<file path="config.mk">
export PLATFORM = sky130hd
export DESIGN_NAME = l2_bus_responder
export DESIGN_NICKNAME = d
export VERILOG_FILES = /design/src/rtl/bus_pkg.sv /design/src/rtl/l2_mem.sv /design/src/rtl/l2_bus_responder.sv
export SDC_FILE = /design/constraint.sdc
export NUM_CORES = 1
export LEC_CHECK = 0
export CAP_MARGIN = 40
export CORE_MARGIN = 4
export CORE_UTILIZATION = 60
export CTS_BUF_LIST = sky130_fd_sc_hd__clkbuf_4
export CTS_CLUSTER_SIZE = 24
export DETAILED_ROUTE_END_ITERATION = 10
export PLACE_DENSITY = 0.8
export SETUP_SLACK_MARGIN = 0.4
export SKIP_CTS_REPAIR_TIMING = 1
export SYNTH_ARGS = -nofsm -noshare
export SYNTH_HDL_FRONTEND = slang
export SYNTH_HIERARCHICAL = 1
export SYNTH_SLANG_ARGS = --single-unit
</file>
<file path="constraint.sdc">
create_clock -name clk -period 7.8 [get_ports clk]
set_clock_uncertainty 0.1 [all_clocks]
set_input_delay 1.56 -clock clk [delete_from_list [all_inputs] [get_ports clk]]
set_output_delay 1.56 -clock clk [all_outputs]
set_load 0.02 [all_outputs]
</file>
<file path="src/rtl/bus_pkg.sv">
// Shared bus definitions for the L2 responder and the processor cores:
// arbiter state encoding, grant/request levels and default widths.
package bus_pkg;

    localparam int DEF_ADDR_WIDTH = 4;
    localparam int DEF_DATA_WIDTH = 8;
    localparam int DEF_MAX_HOLD   = 8;

    localparam logic GRANTED       = 1'b1;
    localparam logic NOT_GRANTED   = 1'b0;
    localparam logic REQUESTED     = 1'b1;
    localparam logic NOT_REQUESTED = 1'b0;

    typedef enum logic [1:0] {
        IDLE   = 2'd0,
        GRANT0 = 2'd1,
        GRANT1 = 2'd2
    } bus_state_t;

endpackage

</file>
<file path="src/rtl/l2_mem.sv">
// L2 storage: one synchronous write port, two zero-latency read ports.
// Contents are cleared whenever reset is asserted.
module l2_mem
    import bus_pkg::*;
#(
    parameter int ADDR_WIDTH = DEF_ADDR_WIDTH,
    parameter int DATA_WIDTH = DEF_DATA_WIDTH
) (
    input  logic                  clk,
    input  logic                  reset_in,
    input  logic                  wr_en,
    input  logic [ADDR_WIDTH-1:0] wr_addr,
    input  logic [DATA_WIDTH-1:0] wr_data,
    input  logic [ADDR_WIDTH-1:0] rd_addr0,
    input  logic [ADDR_WIDTH-1:0] rd_addr1,
    output logic [DATA_WIDTH-1:0] rd_data0,
    output logic [DATA_WIDTH-1:0] rd_data1
);

    localparam int DEPTH = 1 << ADDR_WIDTH;

    logic [DATA_WIDTH-1:0] mem_reg [DEPTH];

    always_ff @(posedge clk or negedge reset_in) begin
        if (!reset_in) begin
            for (int i = 0; i < DEPTH; i++) begin
                mem_reg[i] <= '0;
            end
        end else if (wr_en) begin
            mem_reg[wr_addr] <= wr_data;
        end
    end

    // Reads see the old word until the write edge, then the new one.
    assign rd_data0 = mem_reg[rd_addr0];
    assign rd_data1 = mem_reg[rd_addr1];

endmodule

</file>
<file path="src/rtl/l2_bus_responder.sv">
// Two-core L2 bus responder: round-robin arbiter with a hold limit,
// and a read mux that drives the granted core's word onto data_out.
module l2_bus_responder
    import bus_pkg::*;
#(
    parameter int ADDR_WIDTH = DEF_ADDR_WIDTH,
    parameter int DATA_WIDTH = DEF_DATA_WIDTH,
    parameter int MAX_HOLD   = DEF_MAX_HOLD
) (
    input  logic                  clk,
    input  logic                  reset_in,
    input  logic                  bus_request0,
    input  logic                  bus_request1,
    input  logic [ADDR_WIDTH-1:0] addr0,
    input  logic [ADDR_WIDTH-1:0] addr1,
    output logic                  bus_grant0,
    output logic                  bus_grant1,
    output logic [DATA_WIDTH-1:0] data_out,
    input  logic                  wr_en,
    input  logic [ADDR_WIDTH-1:0] wr_addr,
    input  logic [DATA_WIDTH-1:0] wr_data,
    output logic                  hold_timeout
);

    localparam int HOLD_W = $clog2(MAX_HOLD + 1);

    bus_state_t          state_reg;
    logic                grant0_reg;
    logic                grant1_reg;
    logic                timeout_reg;
    logic                last_reg;   // core served most recently (1 = core 1)
    logic                ready_reg;  // blocks granting on the first edge after reset
    logic [HOLD_W-1:0]   hold_cnt_reg;
    logic                hold_done;
    logic [DATA_WIDTH-1:0] rd_data0;
    logic [DATA_WIDTH-1:0] rd_data1;

    assign hold_done = (hold_cnt_reg == HOLD_W'(MAX_HOLD - 1));

    always_ff @(posedge clk or negedge reset_in) begin
        if (!reset_in) begin
            state_reg    <= IDLE;
            grant0_reg   <= NOT_GRANTED;
            grant1_reg   <= NOT_GRANTED;
            timeout_reg  <= 1'b0;
            last_reg     <= 1'b1;
            ready_reg    <= 1'b0;
            hold_cnt_reg <= '0;
        end else begin
            timeout_reg <= 1'b0;
            ready_reg   <= 1'b1;
            case (state_reg)
                IDLE: begin
                    if (ready_reg && bus_request0 == REQUESTED &&
                        (bus_request1 == NOT_REQUESTED || last_reg)) begin
                        state_reg    <= GRANT0;
                        grant0_reg   <= GRANTED;
                        last_reg     <= 1'b0;
                        hold_cnt_reg <= '0;
                    end else if (ready_reg && bus_request1 == REQUESTED) begin
                        state_reg    <= GRANT1;
                        grant1_reg   <= GRANTED;
                        last_reg     <= 1'b1;
                        hold_cnt_reg <= '0;
                    end
                end
                GRANT0: begin
                    if (bus_request0 == NOT_REQUESTED || hold_done) begin
                        state_reg   <= IDLE;
                        grant0_reg  <= NOT_GRANTED;
                        timeout_reg <= bus_request0;
                    end else begin
                        hold_cnt_reg <= hold_cnt_reg + 1'b1;
                    end
                end
                GRANT1: begin
                    if (bus_request1 == NOT_REQUESTED || hold_done) begin
                        state_reg   <= IDLE;
                        grant1_reg  <= NOT_GRANTED;
                        timeout_reg <= bus_request1;
                    end else begin
                        hold_cnt_reg <= hold_cnt_reg + 1'b1;
                    end
                end
                default: begin
                    state_reg  <= IDLE;
                    grant0_reg <= NOT_GRANTED;
                    grant1_reg <= NOT_GRANTED;
                end
            endcase
        end
    end

    l2_mem #(
        .ADDR_WIDTH (ADDR_WIDTH),
        .DATA_WIDTH (DATA_WIDTH)
    ) u_mem (
        .clk      (clk),
        .reset_in (reset_in),
        .wr_en    (wr_en),
        .wr_addr  (wr_addr),
        .wr_data  (wr_data),
        .rd_addr0 (addr0),
        .rd_addr1 (addr1),
        .rd_data0 (rd_data0),
        .rd_data1 (rd_data1)
    );

    always_comb begin
        data_out = '0;
        case (state_reg)
            GRANT0:  data_out = rd_data0;
            GRANT1:  data_out = rd_data1;
            default: data_out = '0;
        endcase
    end

    assign bus_grant0   = grant0_reg;
    assign bus_grant1   = grant1_reg;
    assign hold_timeout = timeout_reg;

endmodule

</file>
### Word level (Yosys, flattened, before mapping)

Index checks and enable logic that the tools add are counted.
Widths: inputs -> output; s select.

* bits of input ports: 25
* register bits: 139
* word-level logic and storage cells: 92
* output and inout bits: 11

* $add $sub $neg: 1
* bitwise operators: 7
* reduce and logical (&&, ||, !) cells: 15
* order comparisons: 4
* mux-type cells: 31
* eq/ne operators: 11

Operator list (count)
* $bwmux 128: 1
* $bmux 8 s4: 2
* $mux 8: 5
* $demux 8 s4: 1
* $mux 4: 4
* $pmux 8 s2: 1
* $ge 5x5->1 const B: 3
* $not 4->5: 3
* $ne 2x2->1 const B: 7
* $pmux 4 s3: 1
* $mux 1: 8
* $mux 2: 4
* $reduce_and 4->1: 2
* $pmux 1 s3: 2
* $pmux 2 s3: 1
* $reduce_and 3->1: 2
* $lt 5x1->1 const B: 1
* $add 4x1->4 const B: 1
* $eq 4x3->1 const B: 1
* $logic_and 1x1->1: 4
* $not 1->1: 4
* $logic_or 1x1->1: 3
* $ne 3x3->1 const B: 1
* $reduce_bool 3->1: 1
* other kinds (6): 6

### Longest topological paths before layout

* depth after elaboration: 6
* mapped depth: 7
* gate-level depth less buffers: 6

### Cells and area by module

Netlist, hierarchy kept.

Modules (own cells, without submodules)
* l2_mem: area each 6851.6 µm², cells an instance 435, times used 1, sequential area each 3203.1 µm²
* l2_bus_responder: area each 787.0 µm², cells an instance 82, times used 1, sequential area each 276.5 µm²

### Worst setup path before layout

OpenSTA, ideal clock, no wires.

* path type: input to output
* start: input addr1[0]
* end: output data_out[0]
* stages on the path: 7
* setup slack: 3.087 ns
* data required time: 6.140 ns
* arrival: 3.053 ns
* path buffers: 2
* path through: buf_2 > buf_2 > mux4_2 > a22oi_1 > nand2_1 > a22oi_1 > nor2b_1

* word-level cells in the longest chain between the ends: 5

RTL lines
* start: declaration: line l2_bus_responder.sv:15 `input logic [ADDR_WIDTH-1:0] addr1,`
* $not 4->5 (implied by the code): line l2_mem.sv:36 `assign rd_data1 = mem_reg[rd_addr1];`
* $bmux 8 s4: line l2_mem.sv:36
* $mux 8 (implied by the code) (2 in a row): line l2_mem.sv:36
* named net rd_data1[0]: line l2_bus_responder.sv:36 `logic [DATA_WIDTH-1:0] rd_data1;`
* $pmux 8 s2: line l2_bus_responder.sv:111 `case (state_reg)`
* end: declaration: line l2_bus_responder.sv:18 `output logic [DATA_WIDTH-1:0] data_out,`

The timed path passes the listed nets, and every way through them passes these cells. The select of a mux whose other input is x is not followed.

### Worst setup path after layout

* start: input addr1[0]
* end: output data_out[1]

Same word-level chain as after synthesis.

==> metrics.txt <==
worst-case reg-to-reg path depth 5; launching element type of the critical path input pin; CTS sink count 139; worst endpoint data arrival time between 4 and 5 ns; switching fraction of total power 0.305; Yosys warning total 6; Slew @ Worst Pin about 0.9 ns; sort of element at the end of the critical path output pin; DR iter-0 viols ~410; vias in the first global route about 5,200; internal power summed over all cells around 1.5 mW; crit-path most repeated cell sky130_fd_sc_hd__a22oi_1; number of max-cap violations 0; cells along the critical path buf_2, buf_4, mux4_2, a22oi_1, nand2_1, a22oi_1, nor2b_1, clkdlybuf4s50_1; Cell Rows 40; FF-to-FF Start state_reg[0]$_DFFE_PN0P_; routed wire length between 15,000 and 20,000 µm; number of stages on the worst setup path 8; total number of H-tree levels 4; fraction of final layout cells sized beyond drive strength 1 0.454; number of placed cells counting well taps about 690; root cell of the clock tree sky130_fd_sc_hd__clkbuf_4; Netlist cell types 48; TritonCTS clock tree yes; final-report hold violation count 0; layout overhead on the synthesized area 9.07%; Final setup viols 0; Filler cells roughly 900; full die area around 15,000 µm²; delay contributed by the slowest stage of the critical path roughly 0.56 ns; number of DRC violations after detailed routing 0; largest cells by area after synthesis sky130_fd_sc_hd__dfrtp_1 45%, sky130_fd_sc_hd__mux4_2 19%, sky130_fd_sc_hd__mux2_2 18%; IO Count 36; total overflow reported by the global router 0; Net Sw Power 0.654 mW; cell area after synthesis around 7600 µm²; count of placed standard cells in the final layout, fillers left out ~720; Max clock buf depth 2; worst reg2reg setup slack between 5 and 6 ns; worst reg2reg path endpoint hold_cnt_reg[0]$_DFFE_PN0P_; run status finished clean; number of storage elements in the synthesis netlist roughly 140; number of antenna violations at the first check in global routing 0; die outline width between 100 and 150 µm; Detailed Place HPWL 11,500 µm; clock network fraction of design power 0.219; routability congestion estimate from global placement between 0.8 and 0.9; area fraction of the dominant cell type after synthesis 0.452; first-pass iteration count of the detailed router 5; average cell area after synthesis between 10 and 15 µm²; sequential fraction of the synthesis area 0.456; cell type with the largest total area after synthesis sky130_fd_sc_hd__dfrtp_1; PwrDens roughly 260 nW/µm²; Comb pwr share 0.302; fmax between 150 and 200 MHz; post-route ant nets 0; CP bufs+invs 3; Worst-Skew Late Latency approximately 0.54 ns; proportion of synthesized flip-flops having asynchronous set or reset 1.00; Inserted Clock Buffers 17; wire length of the first global-routing pass between 20,000 and 30,000 µm; Max transition margin 0.385; nets between 500 and 600; maximum number of pins on one net before global-route repair 80; maximum fanout along the worst path 19; static leakage between 3 and 4 nW; highest ir drop seen on vdd around 210 µV; via count normalized by instance count just under 7; Syn Inst Count a little over 500; number of vias in the routed layout about 4,900; critical path class input pin to output pin; area after detailed placement around 8100 µm²; Post-synth EDFFs 0; Port Buf Inserts 35; total power 2.14 mW; cell type group with the largest total delay on the critical path buffers and inverters; flip-flop count of the largest register, all copies and words added 128; Worst Setup EP data_out[1]; sequential share of power 0.479; worst min-delay path class flip-flop to flip-flop; unrepaired setup endpoints after global routing false; post-synthesis net count ~550; Fin Setup TNS 0 ns; Die Y-Extent 121 µm; starting density of the core 0.626; top flip-flop cell by instance count after synthesis sky130_fd_sc_hd__dfrtp_1; hold slack between 0.4 and 0.5 ns; CTS clock-pin slew for the worst setup and hold paths approximately 0.11 ns; routed length per instance between 20 and 25 µm; standard cell with the maximum stage delay on the critical path sky130_fd_sc_hd__mux4_2; critical path required time slightly above 6 ns; diode insertion count for antenna repair 0; aggregate global-route resource usage 0.260; post-route cell area roughly 8300 µm²; launch point of the critical path addr1[0]; count of pins over their slew limit 0; final critical path time including I/O delays and setup 5.98 ns; ratio of final minimum period to clock period 0.767; core footprint between 10,000 and 15,000 µm²
==> cells in the mapped netlist, types with 2 or more instances <==
| master | count |
|---|---|
| sky130_fd_sc_hd__a21oi_1 | 4 |
| sky130_fd_sc_hd__a22oi_1 | 41 |
| sky130_fd_sc_hd__a31oi_1 | 3 |
| sky130_fd_sc_hd__and2_1 | 2 |
| sky130_fd_sc_hd__buf_1 | 4 |
| sky130_fd_sc_hd__buf_2 | 10 |
| sky130_fd_sc_hd__buf_4 | 2 |
| sky130_fd_sc_hd__buf_6 | 2 |
| sky130_fd_sc_hd__clkbuf_1 | 19 |
| sky130_fd_sc_hd__dfrtp_1 | 138 |
| sky130_fd_sc_hd__ha_1 | 5 |
| sky130_fd_sc_hd__inv_1 | 5 |
| sky130_fd_sc_hd__mux2_2 | 120 |
| sky130_fd_sc_hd__mux2_4 | 8 |
| sky130_fd_sc_hd__mux4_2 | 64 |
| sky130_fd_sc_hd__nand2_1 | 25 |
| sky130_fd_sc_hd__nand2b_4 | 2 |
| sky130_fd_sc_hd__nand3_1 | 4 |
| sky130_fd_sc_hd__nand3b_1 | 3 |
| sky130_fd_sc_hd__nor2_1 | 5 |
| sky130_fd_sc_hd__nor2_2 | 6 |
| sky130_fd_sc_hd__nor2b_1 | 14 |
| sky130_fd_sc_hd__nor3_2 | 3 |
| sky130_fd_sc_hd__nor3_4 | 3 |
| sky130_fd_sc_hd__or3_1 | 2 |
==> worst reg2reg max path: cells and delay by family, from the launching register on <==
kind / cells / cell delay (ns)
fa+ha+maj: 1 / 0.61
flops: 1 / 0.42
mux: 1 / 0.35
compound gates: 1 / 0.25
simple gates: 1 / 0.18
buf+inv: 1 / 0.12
==> worst min path at each step <==
stage | start | cells past startpoint | endpoint
global route | hold_cnt_reg[3]$_DFFE_PN0P_ | 1 | hold_cnt_reg[3]$_DFFE_PN0P_
global placement | hold_cnt_reg[3]$_DFFE_PN0P_ | 1 | hold_cnt_reg[3]$_DFFE_PN0P_
detailed placement | hold_cnt_reg[3]$_DFFE_PN0P_ | 1 | hold_cnt_reg[3]$_DFFE_PN0P_
floorplan | hold_cnt_reg[3]$_DFFE_PN0P_ | 1 | hold_cnt_reg[3]$_DFFE_PN0P_
finish | hold_cnt_reg[3]$_DFFE_PN0P_ | 1 | hold_cnt_reg[3]$_DFFE_PN0P_
CTS | hold_cnt_reg[3]$_DFFE_PN0P_ | 1 | hold_cnt_reg[3]$_DFFE_PN0P_
==> stage by stage <==
step,setup WS (ns),util
after floorplan,3.09,-
after global placement,1.81,0.660
after detailed placement,1.80,0.660
after CTS,1.80,0.682
after global routing,1.63,0.682
final,1.82,0.682
==> area by class of cell <==
class / count / area, µm² / area share
inverters: 6 / 22.5 / 0.00270
well taps: 168 / 210 / 0.0252
flip-flops and latches: 139 / 3480 / 0.418
repair buffers: 40 / 379 / 0.0455
multi-input cells: 335 / 3960 / 0.476
clock inverters: 11 / 128 / 0.0153
clock buffers: 20 / 150 / 0.0180
==> power groups by stage <==
stage / logic (mW) / clock network (mW) / registers [mW]
after global placement: 0.622 / 0 / 1.02
final: 0.648 / 0.469 / 1.03
after detailed placement: 0.646 / 0 / 1.04
after CTS: 0.648 / 0.481 / 1.02
after floorplan: 0.497 / 0 / 0.993
after global routing: 0.697 / 0.517 / 1.05
==> kinds of logic after synthesis <==
kind of cell	after synthesis	share of synthesized area
flops	139	0.456
simple gates	75	0.0621
other cells	1	0.000491
compound gates	60	0.0639
mux	194	0.384
buf+inv	43	0.0257
fa+ha+maj	5	0.00819
==> layout by cell type (no fill, tap or decap), types with 6 or more instances in the layout <==
| cell | Yosys | final |
|---|---|---|
| sky130_fd_sc_hd__a22oi_1 | 41 | 41 |
| sky130_fd_sc_hd__clkbuf_4 | 0 | 20 |
| sky130_fd_sc_hd__clkdlybuf4s50_1 | 0 | 32 |
| sky130_fd_sc_hd__dfrtp_1 | 138 | 138 |
| sky130_fd_sc_hd__mux2_2 | 120 | 120 |
| sky130_fd_sc_hd__mux2_4 | 8 | 8 |
| sky130_fd_sc_hd__mux4_2 | 64 | 64 |
| sky130_fd_sc_hd__nand2_1 | 25 | 25 |
| sky130_fd_sc_hd__nor2_2 | 6 | 6 |
| sky130_fd_sc_hd__nor2b_1 | 14 | 14 |
==> metal layers <==
metal / share of wire / vias up / global-route usage
met1: 0.40 / 2564 / 0.345
met4: 0.024 / 0 / 0.0963
met3: 0.074 / 38 / 0.0790
met2: 0.51 / 213 / 0.410
met5: 0 / - / 0
li1: - / 2056 / -
No activity file was read; power rests on OpenSTA's default activity.
